File: src/rtl/sine_period_analyzer_pkg.sv
// Shared definitions for the DDS sine stream analyzer: default stream format,
// measurement FSM states and hysteresis polarity.
package sine_period_analyzer_pkg;

    localparam int DDS_SAMPLE_W = 8;
    localparam int DDS_MIDSCALE = 128;

    typedef enum logic [1:0] {
        SEARCH  = 2'd0,
        ARMED   = 2'd1,
        MEASURE = 2'd2
    } state_t;

    typedef enum logic [1:0] {
        POL_NONE = 2'd0,
        POL_LOW  = 2'd1,
        POL_HIGH = 2'd2
    } pol_t;

endpackage

File: src/rtl/sine_hyst_cmp.sv
// Hysteresis comparator around mid-scale: holds the LOW/HIGH polarity and
// strobes rise on an accepted sample that moves the polarity from LOW to HIGH.
module sine_hyst_cmp
    import sine_period_analyzer_pkg::*;
#(
    parameter int SAMPLE_W = DDS_SAMPLE_W,
    parameter int MIDSCALE = DDS_MIDSCALE,
    parameter int HYST     = 8
) (
    input  logic                clk,
    input  logic                rst,
    input  logic [SAMPLE_W-1:0] sample_i,
    input  logic                sample_valid,
    output logic                is_low,
    output logic                rise
);

    localparam logic [SAMPLE_W-1:0] LOW_TH  = SAMPLE_W'(MIDSCALE - HYST);
    localparam logic [SAMPLE_W-1:0] HIGH_TH = SAMPLE_W'(MIDSCALE + HYST);

    pol_t pol_q;
    logic at_low;
    logic at_high;

    assign at_low  = (sample_i <= LOW_TH);
    assign at_high = (sample_i >= HIGH_TH);
    assign is_low  = sample_valid && at_low;
    assign rise    = sample_valid && at_high && (pol_q == POL_LOW);

    // Between the thresholds the last polarity is held.
    always_ff @(posedge clk) begin
        if (rst) begin
            pol_q <= POL_NONE;
        end else if (sample_valid) begin
            if (at_low) begin
                pol_q <= POL_LOW;
            end else if (at_high) begin
                pol_q <= POL_HIGH;
            end
        end
    end

endmodule

File: src/rtl/sine_period_analyzer.sv
// Measures period and min/max of a mid-scale-biased sine between rising
// crossings, publishes results on a valid/ready port and flags frequency lock.
module sine_period_analyzer
    import sine_period_analyzer_pkg::*;
#(
    parameter int SAMPLE_W   = DDS_SAMPLE_W,
    parameter int MIDSCALE   = DDS_MIDSCALE,
    parameter int HYST       = 8,
    parameter int PERIOD_W   = 8,
    parameter int MAX_PERIOD = 255,
    parameter int LOCK_COUNT = 4
) (
    input  logic                clk,
    input  logic                rst,
    input  logic                en,
    input  logic [SAMPLE_W-1:0] sample_i,
    input  logic                sample_valid,
    output logic [PERIOD_W-1:0] period_o,
    output logic [SAMPLE_W-1:0] min_o,
    output logic [SAMPLE_W-1:0] max_o,
    output logic                result_valid,
    input  logic                result_ready,
    output logic                locked,
    output logic                overrun,
    output logic                timeout
);

    localparam int MATCH_W = $clog2(LOCK_COUNT + 1);
    localparam logic [PERIOD_W-1:0] MAX_CNT   = PERIOD_W'(MAX_PERIOD);
    localparam logic [MATCH_W-1:0]  MATCH_SAT = MATCH_W'(LOCK_COUNT);

    state_t                state_q, state_d;
    logic                  is_low, rise;
    logic                  publish, expire;
    logic [PERIOD_W-1:0]   cnt_q, prev_q;
    logic [SAMPLE_W-1:0]   min_q, max_q;
    logic [MATCH_W-1:0]    match_q;
    logic                  have_prev_q;

    sine_hyst_cmp #(
        .SAMPLE_W (SAMPLE_W),
        .MIDSCALE (MIDSCALE),
        .HYST     (HYST)
    ) u_hyst (
        .clk          (clk),
        .rst          (rst),
        .sample_i     (sample_i),
        .sample_valid (sample_valid),
        .is_low       (is_low),
        .rise         (rise)
    );

    always_ff @(posedge clk) begin
        if (rst || !en) begin
            state_q <= SEARCH;
        end else begin
            state_q <= state_d;
        end
    end

    always_comb begin
        state_d = state_q;
        publish = 1'b0;
        expire  = 1'b0;
        if (en && sample_valid) begin
            case (state_q)
                SEARCH:  if (is_low) state_d = ARMED;
                ARMED:   if (rise) state_d = MEASURE;
                MEASURE: begin
                    if (rise) begin
                        publish = 1'b1;
                    end else if (cnt_q == MAX_CNT) begin
                        expire  = 1'b1;
                        state_d = SEARCH;
                    end
                end
                default: state_d = SEARCH;
            endcase
        end
    end

    // The rise sample opens the next period, so it restarts cnt/min/max
    // rather than joining the period being published.
    always_ff @(posedge clk) begin
        if (rst || !en) begin
            cnt_q       <= '0;
            min_q       <= '0;
            max_q       <= '0;
            prev_q      <= '0;
            match_q     <= '0;
            have_prev_q <= 1'b0;
        end else if (sample_valid) begin
            if ((state_q == ARMED && rise) || publish) begin
                cnt_q <= PERIOD_W'(1);
                min_q <= sample_i;
                max_q <= sample_i;
            end else if (state_q == MEASURE && !expire) begin
                cnt_q <= cnt_q + PERIOD_W'(1);
                if (sample_i < min_q) min_q <= sample_i;
                if (sample_i > max_q) max_q <= sample_i;
            end
            if (publish) begin
                prev_q      <= cnt_q;
                have_prev_q <= 1'b1;
                if (have_prev_q && cnt_q == prev_q) begin
                    if (match_q != MATCH_SAT) match_q <= match_q + MATCH_W'(1);
                end else begin
                    match_q <= '0;
                end
            end
            if (expire) begin
                cnt_q       <= '0;
                match_q     <= '0;
                have_prev_q <= 1'b0;
            end
        end
    end

    assign locked = (match_q == MATCH_SAT);

    always_ff @(posedge clk) begin
        if (rst) begin
            period_o     <= '0;
            min_o        <= '0;
            max_o        <= '0;
            result_valid <= 1'b0;
            overrun      <= 1'b0;
            timeout      <= 1'b0;
        end else begin
            if (publish) begin
                if (result_valid && !result_ready) begin
                    overrun <= 1'b1;
                end else begin
                    period_o     <= cnt_q;
                    min_o        <= min_q;
                    max_o        <= max_q;
                    result_valid <= 1'b1;
                end
            end else if (result_ready) begin
                result_valid <= 1'b0;
            end
            if (expire) timeout <= 1'b1;
        end
    end

endmodule

File: config.mk
export PLATFORM = sky130hd
export DESIGN_NAME = sine_period_analyzer
export DESIGN_NICKNAME = d
export VERILOG_FILES = /design/src/rtl/sine_period_analyzer_pkg.sv /design/src/rtl/sine_hyst_cmp.sv /design/src/rtl/sine_period_analyzer.sv
export SDC_FILE = /design/constraint.sdc
export NUM_CORES = 1
export LEC_CHECK = 0
export CAP_MARGIN = 20
export CORE_MARGIN = 2
export CORE_UTILIZATION = 45
export CTS_BUF_LIST = sky130_fd_sc_hd__clkbuf_2
export DETAILED_ROUTE_END_ITERATION = 16
export PLACE_DENSITY = 0.79
export SETUP_SLACK_MARGIN = 0.3
export SYNTH_ARGS = -nofsm -noshare
export SYNTH_HDL_FRONTEND = slang
export SYNTH_HIERARCHICAL = 1
export SYNTH_SLANG_ARGS = --single-unit
File: constraint.sdc
create_clock -name clk -period 5.8 [get_ports clk]
set_clock_uncertainty 0.15 [all_clocks]
set_input_delay 0.58 -clock clk [delete_from_list [all_inputs] [get_ports clk]]
set_output_delay 0.58 -clock clk [all_outputs]
set_load 0.05 [all_outputs]
# Yosys cells after proc, flatten, opt, wreduce, memory -nomap -nowiden
# Cells that the tools add are included.
dict set report totals {
  reg_bits 67
  latch_bits 0
  mem_bits_rw 0
  romBits 0
  output_inout_bits 28
  mem_count 0
}
dict set report classes {
  addsub 2
  mul 0
  div_mod_pow 0
  magnitude_cmp 4
  n_eq_ne 13
  shifts 0
  mux 32
  bitwise 1
  n_reduce_logical 32
}
# operator count
set op_table {}
lappend op_table {{8-bit 2-to-1 mux} 9}
lappend op_table {{2-bit AND reduction} 7}
lappend op_table {{1-bit 2-to-1 mux} 12}
lappend op_table {{2-bit 2-to-1 mux} 6}
lappend op_table {{3-bit 2-to-1 mux} 4}
lappend op_table {{2-bit nonzero test} 6}
lappend op_table {{2-bit != test, second input constant} 5}
lappend op_table {{3-bit AND reduction} 3}
lappend op_table {{8-bit by 1-bit adder with 8-bit output, second input constant} 1}
lappend op_table {{8-bit == test} 1}
lappend op_table {{8-bit == test, second input constant} 1}
lappend op_table {{8-bit >= comparator, second input constant} 1}
lappend op_table {{8-bit > comparator} 1}
lappend op_table {{8-bit by 7-bit less-or-equal comparator with 1-bit output, second input constant} 1}
lappend op_table {{1-bit logical AND} 8}
lappend op_table {{8-bit < comparator} 1}
lappend op_table {{2-bit case mux with 3 select lines} 1}
lappend op_table {{5-bit AND reduction} 1}
lappend op_table {{2-bit by 1-bit == test with 1-bit output, second input constant} 2}
lappend op_table {{3-bit by 1-bit adder with 3-bit output, second input constant} 1}
lappend op_table {{3-bit == test, second input constant} 1}
lappend op_table {{1-bit logical NOT} 3}
lappend op_table {{3-bit by 2-bit != test with 1-bit output, second input constant} 1}
lappend op_table {{3-bit != test, second input constant} 1}
lappend op_table {{5 further kinds} 6}

# Logic depth before layout (Yosys ltp)
dict set report logic_depth {
  word_depth 11
  mapped_depth 10
  depth_no_buf 8
}

# Cells and area by module
# Netlist, hierarchy kept.
# mod instances cells_per_inst area_per_inst_um2 seq_area_each_um2
set modules_own_cells {}
lappend modules_own_cells {sine_period_analyzer 1 389 3138.0 1301.2}
lappend modules_own_cells {sine_hyst_cmp 1 14 117.6 40.0}

# Worst setup path before layout
# No wires, ideal clock.
dict set report synth_path {
  kind {input -> register}
  startpoint {input sample_i[3]}
  endpoint {register cnt_q[6]}
  setup_time_ns 0.130
  arrival_ns 2.560
  required_ns 5.520
  setup_slack_ns 2.960
  stages 10
  cell_sequence {or4_4 nand3_1 nor3_1 clkbuf_1 and3b_1 o21ai_1 clkbuf_1 nor4_1 a31oi_1 a21oi_1}
}
dict set report synth_between {
  elab_chain_cells 10
  word_cells_on_any_way 17
  classes_between {1 x order compare; 8 x mux; 8 x reduce/logical}
}
# element line_no
set synth_rtl {}
lappend synth_rtl {{from (decl)} sine_period_analyzer.sv:16} ;# input logic [SAMPLE_W-1:0] sample_i,
lappend synth_rtl {{8-bit >= comparator *} sine_hyst_cmp.sv:26} ;# assign at_high = (sample_i >= HIGH_TH);
lappend synth_rtl {{1-bit logical AND * (2 in series)} sine_hyst_cmp.sv:28} ;# assign rise = sample_valid && at_high && (pol_q == POL_LOW);
lappend synth_rtl {{via rise} sine_period_analyzer.sv:33} ;# logic is_low, rise;
lappend synth_rtl {{1-bit 2-to-1 mux} sine_period_analyzer.sv:70} ;# if (rise) begin
lappend synth_rtl {{1-bit 2-to-1 mux} sine_period_analyzer.sv:66} ;# case (state_q)
lappend synth_rtl {{1-bit 2-to-1 mux} sine_period_analyzer.sv:65} ;# if (en && sample_valid) begin
lappend synth_rtl {{1-bit logical NOT} sine_period_analyzer.sv:97} ;# end else if (state_q == MEASURE && !expire) begin
lappend synth_rtl {{1-bit logical AND} sine_period_analyzer.sv:97}
lappend synth_rtl {{3-bit nonzero test (no source line)} --}
lappend synth_rtl {{2-bit AND reduction (no source line)} --}
lappend synth_rtl {{to (signal assigned)} sine_period_analyzer.sv:98} ;# cnt_q <= cnt_q + PERIOD_W'(1);
lappend synth_rtl {{to (decl)} sine_period_analyzer.sv:35} ;# logic [PERIOD_W-1:0] cnt_q, prev_q;
# The timed path passes the listed nets; every way through them passes the cells marked *.
# A chain may end at the register's enable or synchronous reset.

# Worst setup path in the final report
dict set report layout_path {
  startpoint {input sample_i[5]}
  endpoint {register min_q[1]}
}
dict set report layout_between {
  elab_chain_cells 10
  word_cells_on_any_way 18
  classes_between {2 x order compare; 7 x mux; 9 x reduce/logical}
}
# element line_no
set layout_rtl {}
lappend layout_rtl {{8-bit >= comparator *} sine_hyst_cmp.sv:26}
lappend layout_rtl {{1-bit logical AND * (2 in series)} sine_hyst_cmp.sv:28}
lappend layout_rtl {{via rise} sine_period_analyzer.sv:33}
lappend layout_rtl {{1-bit 2-to-1 mux} sine_period_analyzer.sv:70}
lappend layout_rtl {{1-bit 2-to-1 mux} sine_period_analyzer.sv:66}
lappend layout_rtl {{1-bit 2-to-1 mux} sine_period_analyzer.sv:65}
lappend layout_rtl {{1-bit logical NOT} sine_period_analyzer.sv:97}
lappend layout_rtl {{1-bit logical AND} sine_period_analyzer.sv:97}
lappend layout_rtl {{2-bit nonzero test (no source line)} --}
lappend layout_rtl {{3-bit AND reduction (no source line)} --}
lappend layout_rtl {{to (signal assigned)} sine_period_analyzer.sv:95} ;# min_q <= sample_i;
lappend layout_rtl {{to (signal assigned)} sine_period_analyzer.sv:99} ;# if (sample_i < min_q) min_q <= sample_i;
lappend layout_rtl {{to (decl)} sine_period_analyzer.sv:36} ;# logic [SAMPLE_W-1:0] min_q, max_q;
# Marked as above.

==> results.sh <==
export IMPL_outcome="finished clean"
export IMPL_portBuffers=40
export IMPL_hold_path_class="flip-flop to flip-flop"
export IMPL_ys_seq_area_share_pct=41.2
export IMPL_cts_resized=0
export IMPL_floorplan_core_area_um2=7140
export IMPL_synth_area_leaders="sky130_fd_sc_hd__dfxtp_1, sky130_fd_sc_hd__nand2_1, sky130_fd_sc_hd__a21oi_1"
export IMPL_synth_cell_type_count=46
export IMPL_worst_skew_late_latency_ns=0.51
export IMPL_cts_made_buffers=9
export IMPL_path_clk_slew_ns=0.20
export IMPL_path_class="primary input to flip-flop"
export IMPL_grt_start_max_net_pins=32
export IMPL_grt_use_total_pct=18.3
export IMPL_detail_route_vias_per_cell=5.13
export IMPL_h_tree_depth=3
export IMPL_ant_nets=0
export IMPL_reg2reg_slack_ns=3.02
export IMPL_ctsLongestPathBuffers=2
export IMPL_detailed_place_hpwl_um=4990
export IMPL_fraction_of_final_layout_cells_with_drive_strength_greater_than_1_pct=6.12
export IMPL_library_cell_with_the_highest_instance_count_after_synthesis="sky130_fd_sc_hd__nand2_1"
export IMPL_timing_critical_path_required_ns=6.08
export IMPL_syn_to_final_growth_pct=17.3
export IMPL_netlist_area_um2=3260
export IMPL_cp_end_kind="flip-flop"
export IMPL_netlist_top_cell_by_area="sky130_fd_sc_hd__dfxtp_1"
export IMPL_insertedDiodeCount=0
export IMPL_worstSetupStartpointType="primary input"
export IMPL_clkSinkCount=67
export IMPL_floorplan_initialDensity_pct=45.6
export IMPL_synth_edf_count=0
export IMPL_number_of_maximum_capacitance_constraint_violations=0
export IMPL_synth_ff_latch_count=67
export IMPL_timing_fmax_mhz=304
export IMPL_slew_violations=0
export IMPL_detailedRoute_firstPassIterationCount=4
export IMPL_crit_arrival_ns=3.57
export IMPL_gp_congestion=0.831
export IMPL_detail_route_wirelength_um=6910
export IMPL_synth_cells_most_frequent="sky130_fd_sc_hd__nand2_1, sky130_fd_sc_hd__dfxtp_1, sky130_fd_sc_hd__a21oi_1, sky130_fd_sc_hd__inv_1"
export IMPL_postSynthCellCount=403
export IMPL_floorplan_die_area_um2=7930
export IMPL_grt_pass1_vias=2473
export IMPL_timing_slew_headroom_pct=33.5
export IMPL_remaining_drc_errors=0
export IMPL_cp_max_fo=15
export IMPL_postSynth_topFlopCell="sky130_fd_sc_hd__dfxtp_1"
export IMPL_detail_route_wl_per_cell_um=12.8
export IMPL_syn_num_nets=434
export IMPL_setup_repair_after_global_routing_missed_its_margin="no"
export IMPL_postCtsSetupBuffers=0
export IMPL_cts_hold_buffers=0
export IMPL_post_route_period_util_pct=56.7
export IMPL_ys_async_sr_fraction_pct=0
export IMPL_drt_initial_violations=153
export IMPL_num_io_pins=41
export IMPL_route_vias_total=2769
export IMPL_cts_tree="built"
export IMPL_setup_slack_ns=2.51
export IMPL_power_density_nw_per_um2=205
export IMPL_pre_cts_slack_ns=1.97
export IMPL_vdd_ir_drop_max_mv=0.107
export IMPL_syn_area_per_cell_um2=8.08
export IMPL_leakagePower_nw=1.30
export IMPL_post_route_min_period_ns=3.29
export IMPL_rows=31
export IMPL_hold_viol=0
export IMPL_number_of_setup_violations_in_the_final_report=0
export IMPL_setup_tns_final_ns=0
export IMPL_die_width_um=89.1
export IMPL_number_of_nets_in_the_layout=467
export IMPL_timing_worst_slew_pin_value_ns=0.992
export IMPL_grt_antenna_before_repair=0
export IMPL_grt_pass1_wl_um=11300
export IMPL_yosysTopAreaCellShare_pct=41.2
export IMPL_synth_yosys_warnings=6
export IMPL_globalRouteOverflowTotal=0
export IMPL_dieHeight_um=89.1
export IMPL_clk_root_buffer_cell="sky130_fd_sc_hd__clkbuf_2"
-- flip-flops by register name, summed over array words and instances (netlist names), 2 cells and up --
| signal | count |
|---|---|
| prev_q | 8 |
| u_hyst/pol_q | 2 |
| period_o | 8 |
| min_o | 8 |
| state_q | 2 |
| max_o | 8 |
| max_q | 8 |
| min_q | 8 |
| cnt_q | 8 |
| match_q | 3 |
-- cell type report --
cell class              count  area [um^2]
fillers                   678         3320
multi-input cells         295         1740
flip-flops and latches     67         1340
repair buffers             43          423
well taps                  99          124
inverters                  20         75.1
clock inverters             7         67.6
clock buffers               9         45.0
-- per-layer routing --
metal / up-vias / track usage (%) / wire length (um)
met5: - / 0 / 0
met1: 1264 / 25.2 / 3350
met3: 9 / 4.25 / 260
met2: 50 / 27.3 / 3220
li1: 1446 / - / -
met4: 0 / 8.14 / 86
-- final timing paths --
path                                 from                    end  depth (start not counted)
min reg2reg         min_o[6]$_SDFFE_PP0P_  min_o[6]$_SDFFE_PP0P_                          2
max reg2reg  u_hyst/pol_q[0]$_SDFFE_PP0P_  min_q[1]$_SDFFE_PP0P_                          6
max                           sample_i[5]  min_q[1]$_SDFFE_PP0P_                          8
min                 min_o[6]$_SDFFE_PP0P_  min_o[6]$_SDFFE_PP0P_                          2
-- placed cells by master (no fill, tap or decap), types with 2 or more instances in the layout --
| cell | Yosys | final |
|---|---|---|
| sky130_fd_sc_hd__o21ai_0 | 7 | 7 |
| sky130_fd_sc_hd__nor4_1 | 4 | 4 |
| sky130_fd_sc_hd__nand3b_1 | 2 | 2 |
| sky130_fd_sc_hd__nand2_1 | 103 | 103 |
| sky130_fd_sc_hd__a31oi_1 | 5 | 5 |
| sky130_fd_sc_hd__nand2b_1 | 3 | 3 |
| sky130_fd_sc_hd__clkbuf_2 | 0 | 9 |
| sky130_fd_sc_hd__nand4_1 | 6 | 6 |
| sky130_fd_sc_hd__nand3_1 | 11 | 11 |
| sky130_fd_sc_hd__clkinv_2 | 0 | 2 |
| sky130_fd_sc_hd__a21oi_1 | 46 | 46 |
| sky130_fd_sc_hd__o21a_1 | 2 | 2 |
| sky130_fd_sc_hd__dfxtp_1 | 67 | 67 |
| sky130_fd_sc_hd__clkdlybuf4s50_1 | 0 | 40 |
| sky130_fd_sc_hd__and3_1 | 3 | 3 |
| sky130_fd_sc_hd__nor3_1 | 10 | 10 |
| sky130_fd_sc_hd__ha_1 | 18 | 18 |
| sky130_fd_sc_hd__xnor2_1 | 10 | 10 |
| sky130_fd_sc_hd__buf_4 | 0 | 3 |
| sky130_fd_sc_hd__nor2_1 | 18 | 18 |
| sky130_fd_sc_hd__a2111oi_0 | 2 | 2 |
| sky130_fd_sc_hd__clkinvlp_4 | 0 | 2 |
| sky130_fd_sc_hd__a31o_2 | 2 | 2 |
| sky130_fd_sc_hd__inv_1 | 20 | 20 |
| sky130_fd_sc_hd__mux2i_1 | 16 | 16 |
| sky130_fd_sc_hd__a211oi_1 | 3 | 3 |
| sky130_fd_sc_hd__nor2b_1 | 4 | 4 |
-- cell families after synthesis --
logic type | after synthesis | synth area share (%)
and+or+nand+nor | 173 | 24.1
AOI/OAI and AO/OA | 77 | 14.6
muxes | 17 | 5.27
adders and majority gates | 18 | 6.92
xor gates and xnor gates | 10 | 2.69
DFF | 67 | 41.2
buffers and inverters | 41 | 5.23
-- stage by stage --
stage	instance area, um^2	cells	hold slack, ns	total power, mW	util (%)
final	3820	540	0.315	0.781	53.5
after CTS	3820	540	0.318	0.784	53.5
after global routing	3820	540	0.337	0.814	53.5
after detailed placement	3710	524	0.296	0.516	51.9
after global placement	3710	524	0.293	0.515	51.9
after floorplan	3260	403	0.295	0.497	-
-- power breakdown --
group / internal [mW] / switching, mW / total (mW)
clock network: 0.0978 / 0.177 / 0.275
logic: 0.0187 / 0.0254 / 0.0441
registers: 0.462 / 0.000557 / 0.463
total: 0.579 / 0.203 / 0.781
-- critical path, stage by stage --
cell and delay (ns):
sky130_fd_sc_hd__clkdlybuf4s50_1 0.57, sky130_fd_sc_hd__or4_4 0.18, sky130_fd_sc_hd__nand3_1 0.07, sky130_fd_sc_hd__nor3_1 0.70, sky130_fd_sc_hd__and3b_1 0.29, sky130_fd_sc_hd__o21ai_1 0.30
sky130_fd_sc_hd__a211oi_4 0.62, sky130_fd_sc_hd__mux2i_1 0.26
Power figures use the tool's default switching activity.
